`src/rtl/pll_lock_controller.sv`:
```
// pll_lock_controller: PFD reset sequencing, charge-pump gating and UP/DOWN pulse-width lock detection.
// Latency: every output is a register updated on the state-transition edge; no backpressure (free-running inputs).
// Define PLL_LOCK_RETRY_COUNTER_EN to build the saturating acquisition retry counter; otherwise it reads 0.
module pll_lock_controller #(
    parameter int WIDTH_W      = 8,
    parameter int LOCK_TOL     = 2,
    parameter int LOCK_COUNT   = 16,
    parameter int UNLOCK_COUNT = 4,
    parameter int ACQ_TIMEOUT  = 1024,
    parameter int RESET_HOLD   = 8
) (
    input  logic       clk,
    input  logic       reset_n,
    input  logic       input_enable_digital,
    input  logic       input_reference_clock_digital,
    input  logic       input_up_digital,
    input  logic       input_down_digital,
    output logic       output_pfd_reset_digital,
    output logic       output_charge_pump_enable_digital,
    output logic       output_locked_digital,
    output logic       output_timeout_digital,
    output logic [1:0] output_state_digital,
    output logic [7:0] output_retry_count_digital
);

    typedef enum logic [1:0] {
        IDLE    = 2'd0,
        HOLD    = 2'd1,
        ACQUIRE = 2'd2,
        LOCKED  = 2'd3
    } state_t;

    localparam int GS_W = $clog2(LOCK_COUNT + 1);
    localparam int BS_W = $clog2(UNLOCK_COUNT + 1);
    localparam int AP_W = $clog2(ACQ_TIMEOUT + 1);
    localparam int HC_W = $clog2(RESET_HOLD + 1);

    localparam logic [WIDTH_W-1:0] CNT_MAX    = '1;
    localparam logic [WIDTH_W:0]   TOL        = (WIDTH_W+1)'(LOCK_TOL);
    localparam logic [GS_W-1:0]    GS_LOCK    = GS_W'(LOCK_COUNT);
    localparam logic [BS_W-1:0]    BS_UNLOCK  = BS_W'(UNLOCK_COUNT);
    localparam logic [AP_W-1:0]    AP_TIMEOUT = AP_W'(ACQ_TIMEOUT);
    localparam logic [HC_W-1:0]    HC_LAST    = HC_W'(RESET_HOLD - 1);

    state_t              state_q, state_d;
    logic                ref_prev_q, ref_prev_d;
    logic [WIDTH_W-1:0]  up_cnt_q, up_cnt_d;
    logic [WIDTH_W-1:0]  down_cnt_q, down_cnt_d;
    logic [HC_W-1:0]     hold_cnt_q, hold_cnt_d;
    logic [GS_W-1:0]     good_streak_q, good_streak_d;
    logic [BS_W-1:0]     bad_streak_q, bad_streak_d;
    logic [AP_W-1:0]     acq_periods_q, acq_periods_d;
    logic                discard_q, discard_d;
    logic                timeout_evt;

    logic                pfd_reset_q, pfd_reset_d;
    logic                cp_en_q, cp_en_d;
    logic                locked_q, locked_d;
    logic                timeout_q, timeout_d;

    logic                ref_rise;
    logic [WIDTH_W:0]    up_ext, down_ext, width_diff;
    logic                win_good;
    logic [GS_W-1:0]     gs_next;
    logic [BS_W-1:0]     bs_next;
    logic [AP_W-1:0]     ap_next;

    assign ref_rise = ~ref_prev_q & input_reference_clock_digital;

    // Window quality: unsigned absolute difference one bit wider than the counters, so it never wraps.
    assign up_ext     = {1'b0, up_cnt_q};
    assign down_ext   = {1'b0, down_cnt_q};
    assign width_diff = (up_ext >= down_ext) ? (up_ext - down_ext) : (down_ext - up_ext);
    assign win_good   = (width_diff <= TOL) && (up_cnt_q != CNT_MAX) && (down_cnt_q != CNT_MAX);

    always_ff @(posedge clk or negedge reset_n) begin
        if (!reset_n) begin
            state_q       <= IDLE;
            ref_prev_q    <= 1'b0;
            up_cnt_q      <= '0;
            down_cnt_q    <= '0;
            hold_cnt_q    <= '0;
            good_streak_q <= '0;
            bad_streak_q  <= '0;
            acq_periods_q <= '0;
            discard_q     <= 1'b0;
            pfd_reset_q   <= 1'b1;
            cp_en_q       <= 1'b0;
            locked_q      <= 1'b0;
            timeout_q     <= 1'b0;
        end else begin
            state_q       <= state_d;
            ref_prev_q    <= ref_prev_d;
            up_cnt_q      <= up_cnt_d;
            down_cnt_q    <= down_cnt_d;
            hold_cnt_q    <= hold_cnt_d;
            good_streak_q <= good_streak_d;
            bad_streak_q  <= bad_streak_d;
            acq_periods_q <= acq_periods_d;
            discard_q     <= discard_d;
            pfd_reset_q   <= pfd_reset_d;
            cp_en_q       <= cp_en_d;
            locked_q      <= locked_d;
            timeout_q     <= timeout_d;
        end
    end

    always_comb begin
        state_d       = state_q;
        hold_cnt_d    = '0;
        good_streak_d = good_streak_q;
        bad_streak_d  = bad_streak_q;
        acq_periods_d = acq_periods_q;
        discard_d     = discard_q;
        timeout_evt   = 1'b0;
        gs_next       = win_good ? (good_streak_q + GS_W'(1)) : '0;
        bs_next       = win_good ? '0 : (bad_streak_q + BS_W'(1));
        ap_next       = acq_periods_q + AP_W'(1);

        case (state_q)
            IDLE: begin
                good_streak_d = '0;
                bad_streak_d  = '0;
                acq_periods_d = '0;
                discard_d     = 1'b0;
                if (input_enable_digital) begin
                    state_d = HOLD;
                end
            end
            HOLD: begin
                good_streak_d = '0;
                bad_streak_d  = '0;
                acq_periods_d = '0;
                hold_cnt_d    = hold_cnt_q + HC_W'(1);
                if (hold_cnt_q == HC_LAST) begin
                    state_d    = ACQUIRE;
                    hold_cnt_d = '0;
                    discard_d  = 1'b1;
                end
            end
            ACQUIRE: begin
                if (ref_rise && discard_q) begin
                    discard_d = 1'b0;
                end else if (ref_rise) begin
                    good_streak_d = gs_next;
                    acq_periods_d = ap_next;
                    // Lock is tested first so it wins over a timeout on the same evaluation.
                    if (win_good && (gs_next == GS_LOCK)) begin
                        state_d      = LOCKED;
                        bad_streak_d = '0;
                    end else if (ap_next == AP_TIMEOUT) begin
                        state_d       = HOLD;
                        timeout_evt   = 1'b1;
                        good_streak_d = '0;
                        acq_periods_d = '0;
                    end
                end
            end
            LOCKED: begin
                if (ref_rise) begin
                    bad_streak_d = bs_next;
                    if (!win_good && (bs_next == BS_UNLOCK)) begin
                        state_d       = ACQUIRE;
                        good_streak_d = '0;
                        acq_periods_d = '0;
                        bad_streak_d  = '0;
                        discard_d     = 1'b1;
                    end
                end
            end
            default: state_d = IDLE;
        endcase

        if (!input_enable_digital) begin
            state_d       = IDLE;
            timeout_evt   = 1'b0;
            hold_cnt_d    = '0;
            good_streak_d = '0;
            bad_streak_d  = '0;
            acq_periods_d = '0;
            discard_d     = 1'b0;
        end

        ref_prev_d = (state_d == IDLE) ? 1'b0 : input_reference_clock_digital;

        // Measurement counters restart from the current cycle's UP/DOWN at each reference edge.
        up_cnt_d   = up_cnt_q;
        down_cnt_d = down_cnt_q;
        if ((state_q == ACQUIRE) || (state_q == LOCKED)) begin
            if (ref_rise) begin
                up_cnt_d   = {{(WIDTH_W-1){1'b0}}, input_up_digital};
                down_cnt_d = {{(WIDTH_W-1){1'b0}}, input_down_digital};
            end else begin
                if (input_up_digital && (up_cnt_q != CNT_MAX)) begin
                    up_cnt_d = up_cnt_q + WIDTH_W'(1);
                end
                if (input_down_digital && (down_cnt_q != CNT_MAX)) begin
                    down_cnt_d = down_cnt_q + WIDTH_W'(1);
                end
            end
        end
        if ((state_d == IDLE) || (state_d == HOLD)) begin
            up_cnt_d   = '0;
            down_cnt_d = '0;
        end
    end

    always_comb begin
        pfd_reset_d = (state_d == IDLE) || (state_d == HOLD);
        cp_en_d     = (state_d == ACQUIRE) || (state_d == LOCKED);
        locked_d    = (state_d == LOCKED);
        timeout_d   = timeout_evt;
    end

    assign output_pfd_reset_digital          = pfd_reset_q;
    assign output_charge_pump_enable_digital = cp_en_q;
    assign output_locked_digital             = locked_q;
    assign output_timeout_digital            = timeout_q;
    assign output_state_digital              = state_q;

`ifdef PLL_LOCK_RETRY_COUNTER_EN
    logic [7:0] retry_cnt_q, retry_cnt_d;

    // Survives IDLE on purpose: only reset_n clears the retry history.
    always_comb begin
        retry_cnt_d = retry_cnt_q;
        if (timeout_evt && (retry_cnt_q != 8'hFF)) begin
            retry_cnt_d = retry_cnt_q + 8'd1;
        end
    end

    always_ff @(posedge clk or negedge reset_n) begin
        if (!reset_n) begin
            retry_cnt_q <= 8'd0;
        end else begin
            retry_cnt_q <= retry_cnt_d;
        end
    end

    assign output_retry_count_digital = retry_cnt_q;
`else
    assign output_retry_count_digital = 8'd0;
`endif

endmodule
```
`config.mk`:
```
export PLATFORM = sky130hd
export DESIGN_NAME = pll_lock_controller
export DESIGN_NICKNAME = d
export VERILOG_FILES = /design/src/rtl/pll_lock_controller.sv
export SDC_FILE = /design/constraint.sdc
export NUM_CORES = 1
export LEC_CHECK = 0
export ABC_AREA = 0
export CORE_ASPECT_RATIO = 1.2
export CORE_MARGIN = 2
export CORE_UTILIZATION = 50
export DETAILED_ROUTE_END_ITERATION = 8
export PLACE_DENSITY = 0.64
export SYNTH_ARGS = -nofsm -noshare
export SYNTH_HDL_FRONTEND = slang
export SYNTH_SLANG_ARGS = --single-unit
export TNS_END_PERCENT = 1
```
`constraint.sdc`:
```
create_clock -name clk -period 4.8 [get_ports clk]
set_clock_uncertainty 0.2 [all_clocks]
set_input_delay 0.96 -clock clk [delete_from_list [all_inputs] [get_ports clk]]
set_output_delay 0.96 -clock clk [all_outputs]
set_load 0.01 [all_outputs]
```
==> insert_results.sql <==
INSERT INTO impl_metrics (metric_group, metric, value, unit) VALUES
('grt', 'grt_most_used_layer', 'met2', ''),
('floorplan', 'row_count', '34', ''),
('sta', 'setup_tns', '0', 'ns'),
('sta', 'clock.fmax', '264', 'MHz'),
('sta', 'final-max-slew-violation-count', '0', ''),
('synth', 'muxShareOfSynthArea', '1.43', '%'),
('clock_tree', 'cts_hold_buffers', '0', ''),
('synth', 'yosys_most_used_dff', 'dfrtp_1', ''),
('synth', 'synth_simple_gate_area_share', '23.1', '%'),
('placed_design', 'gp_congestion', '0.851', ''),
('worst_setup_path', 'crit_top_cell', 'inv_1', ''),
('power', 'power.density', '188', 'nW/um^2'),
('worst_setup_path', 'arrival', '3.80', 'ns'),
('cells_and_area', 'n_fill_cell', '701', ''),
('floorplan', 'start_util', '51.1', '%'),
('clock_tree', 'htree_depth', '2', ''),
('synth', 'ys_async_sr_fraction', '100', '%'),
('sta', 'final-setup-viol-count', '0', ''),
('grt', 'vias_in_the_first_global_route', '3138', ''),
('synth', 'post_synth_xor_area_fraction', '4.05', '%'),
('floorplan', 'i_o_pin_count', '20', ''),
('clock_tree', 'cts_root_buffer_type', 'clkbuf_8', ''),
('worst_setup_path', 'cp_slowest_cell', 'nor3_4', ''),
('run_status', 'status', 'finished, final reports clean', ''),
('detailed_routing', 'wirelength', '8560', 'um'),
('worst_setup_path', 'crit_path_cell_trace', 'inv_1 -> ha_1 -> inv_1 -> fa_1 -> a211o_1 -> o21ai_0 -> xnor2_1 -> nand4b_1 -> mux2_2 -> nor3_4 -> a21oi_2 -> a211oi_1', ''),
('clock_tree', 'cts_setup_buffers', '0', ''),
('clock_tree', 'cts_tree', 'built', ''),
('synth', 'synth.yosys.warnings', '0', ''),
('detailed_routing', 'drt_pass1_iterations', '4', ''),
('worst_setup_path', 'reg2reg_from', 'up_cnt_q[0]', ''),
('worst_setup_path', 'data_required_time_of_the_worst_path', '4.80', 'ns'),
('sta', 'hold_viol_final', '0', ''),
('synth', 'synth-adder-area-share', '8.58', '%'),
('placed_design', 'placed_cell_area', '3770', 'sq um'),
('clock_tree', 'numClockSinks', '47', ''),
('worst_setup_path', 'critical_path.startpoint_type', 'flip-flop', ''),
('detailed_routing', 'drt.antenna.violating_nets', '0', ''),
('sta', 'worst-slew-pin-transition', '1.06', 'ns'),
('sta', 'timing.slew.headroom', '29.5', '%'),
('placed_design', 'io_buffer_count', '11', ''),
('power', 'switching_pwr', '0.158', 'mW'),
('worst_setup_path', 'r2r-end', 'down_cnt_q[3]', ''),
('worst_setup_path', 'critPathMaxFanout', '20', ''),
('worst_setup_path', 'criticalPathCategory', 'flip-flop to flip-flop', ''),
('grt', 'grt_use_met3', '2.96', '%'),
('power', 'power.switching_fraction', '21.5', '%'),
('synth', 'seq_area_frac_synth', '32.1', '%'),
('placed_design', 'post-dp-hpwl', '6370', 'um'),
('sta', 'min_period', '3.79', 'ns'),
('worst_setup_path', 'timing.critical_path.slowest_cell_delay', '0.49', 'ns'),
('sta', 'rsz0062_at_grt', 'no', ''),
('grt', 'antenna_violations_before_repair', '0', ''),
('clock_tree', 'numCtsBuffers', '5', ''),
('floorplan', 'die_area', '8050', 'sq um'),
('synth', 'synth.cell_area', '3670', 'sq um'),
('cells_and_area', 'antenna_cells', '0', ''),
('power', 'share_comb_of_total_power', '4.0', '%'),
('power', 'internal_power', '0.574', 'mW'),
('detailed_routing', 'vias', '3179', ''),
('synth', 'largest_family_of_logic_cells_by_synthesized_area', 'simple AND/OR/NAND/NOR gates', ''),
('cells_and_area', 'area.growth.synth_to_final', '5.86', '%'),
('synth', 'synth_enable_flop_cells', '0', ''),
('synth', 'syn-mean-instance-area', '8.41', 'sq um'),
('floorplan', 'fp.coreArea', '7190', 'sq um'),
('grt', 'grt_first_pass_wirelength', '14700', 'um'),
('power', 'power.share.sequential', '54.6', '%'),
('detailed_routing', 'route.detailed.drc', '0', ''),
('min_path', 'hold_path_startpoint', 'hold_cnt_q[0]', ''),
('detailed_routing', 'wire_per_inst', '16.2', 'um'),
('detailed_routing', 'avgViaCountPerCell', '6.01', '');
-- kinds of logic after synthesis --
logic type / Yosys count
compound gates: 118
xor+xnor: 17
fa+ha+maj: 24
buf+inv: 67
flops: 47
mux: 5
other cells: 1
simple gates: 158
-- stage by stage --
stage / util, % / worst slack [ns] / hold WS [ns] / std cells
6_report: 54.1 / 1.01 / 0.279 / 529
3_3_place_gp: 52.5 / 1.10 / 0.260 / 521
3_5_place_dp: 52.5 / 1.02 / 0.270 / 521
2_1_floorplan: - / 1.66 / 0.244 / 444
5_1_grt: 54.1 / 0.669 / 0.308 / 529
4_1_cts: 54.1 / 1.00 / 0.282 / 529
-- power by group through the flow --
| stage | logic (mW) | registers [mW] | clock network, mW |
|---|---|---|---|
| after global routing | 0.0339 | 0.400 | 0.328 |
| after floorplan | 0.0181 | 0.406 | 0 |
| after CTS | 0.0298 | 0.399 | 0.310 |
| after global placement | 0.0294 | 0.407 | 0 |
| after detailed placement | 0.0298 | 0.407 | 0 |
| final | 0.0293 | 0.399 | 0.302 |
-- synth_stat cells, types with 6 or more instances --
cell | count | share of area [%]
nor2b_1 | 10 | 1.7
nand3_1 | 24 | 3.3
a21o_1 | 6 | 1.2
nor3_1 | 14 | 1.9
nand4_1 | 7 | 1.2
inv_1 | 41 | 4.2
a21oi_1 | 26 | 3.5
nand2_1 | 27 | 2.8
nand2b_1 | 7 | 1.2
o22ai_1 | 9 | 1.5
nor2_1 | 37 | 3.8
clkbuf_1 | 7 | 0.72
buf_4 | 10 | 2.0
dfrtp_1 | 46 | 31
buf_2 | 6 | 0.82
ha_1 | 22 | 7.5
o21ai_0 | 24 | 3.3
xnor2_1 | 16 | 3.8
a211oi_1 | 8 | 1.6
-- layout by cell type (no fill, tap or decap), drive strengths merged, types with 3 or more instances in the layout --
master          n
o211ai          5
a21oi          28
nand2          27
and3b           3
a31oi           3
o21ai          26
clkbuf          6
o22ai           9
nand3          24
conb            8
nor2b          10
nor4            4
and3            3
and2            4
nand2b          7
clkdlybuf4s50  10
o221ai          5
mux2i           3
o2111ai         3
inv            41
nor2           37
dfrtp          46
nand4           7
and4            4
a211oi          8
xnor2          16
a21o            6
nand3b          3
ha             22
nor3           15
a22oi           4
-- state kept, by name (all words and copies together) (netlist names) --
signal and flops:
acq_periods_q 11, bad_streak_q 3, discard_q 1, down_cnt_q 8
good_streak_q 5, hold_cnt_q 4, output_charge_pump_enable_digital 1, output_locked_digital 1
output_pfd_reset_digital 1, output_state_digital 2, output_timeout_digital 1, ref_prev_q 1
up_cnt_q 8
-- how the worst max path moves through the flow --
stage / startpoint / endpoint / slack [ns] / cells after the start
after global placement: up_cnt_q[0] / down_cnt_q[5] / 1.10 / 11
after CTS: down_cnt_q[0] / down_cnt_q[5] / 1.00 / 12
after floorplan: down_cnt_q[0] / down_cnt_q[3] / 1.66 / 13
after detailed placement: down_cnt_q[0] / down_cnt_q[5] / 1.02 / 12
after global routing: down_cnt_q[0] / down_cnt_q[5] / 0.67 / 12
final: up_cnt_q[0] / down_cnt_q[3] / 1.01 / 12
-- critical path: cells and delay by family, from the launching register on --
family,cells,cell delay [ns]
buf+inv,2,0.16
flops,1,0.48
xor+xnor,1,0.16
compound gates,4,1.14
fa+ha+maj,2,0.59
simple gates,2,0.63
mux,1,0.34
-- cell type report --
cell class / instances / area [sq um] / area share, %
flip-flops and latches: 47 / 1180 / 30.3
multi-input cells: 330 / 2210 / 56.9
clock inverters: 2 / 35.0 / 0.901
clock buffers: 6 / 82.6 / 2.12
repair buffers: 12 / 113 / 2.90
well taps: 90 / 113 / 2.90
inverters: 42 / 158 / 4.05
-- layer usage --
layer,vias to the layer above,wire [um]
li1,1554,-
met1,1540,3840
met2,73,4330
met3,12,259
met4,0,132
met5,-,0
No activity file was read; power rests on OpenSTA's default activity.
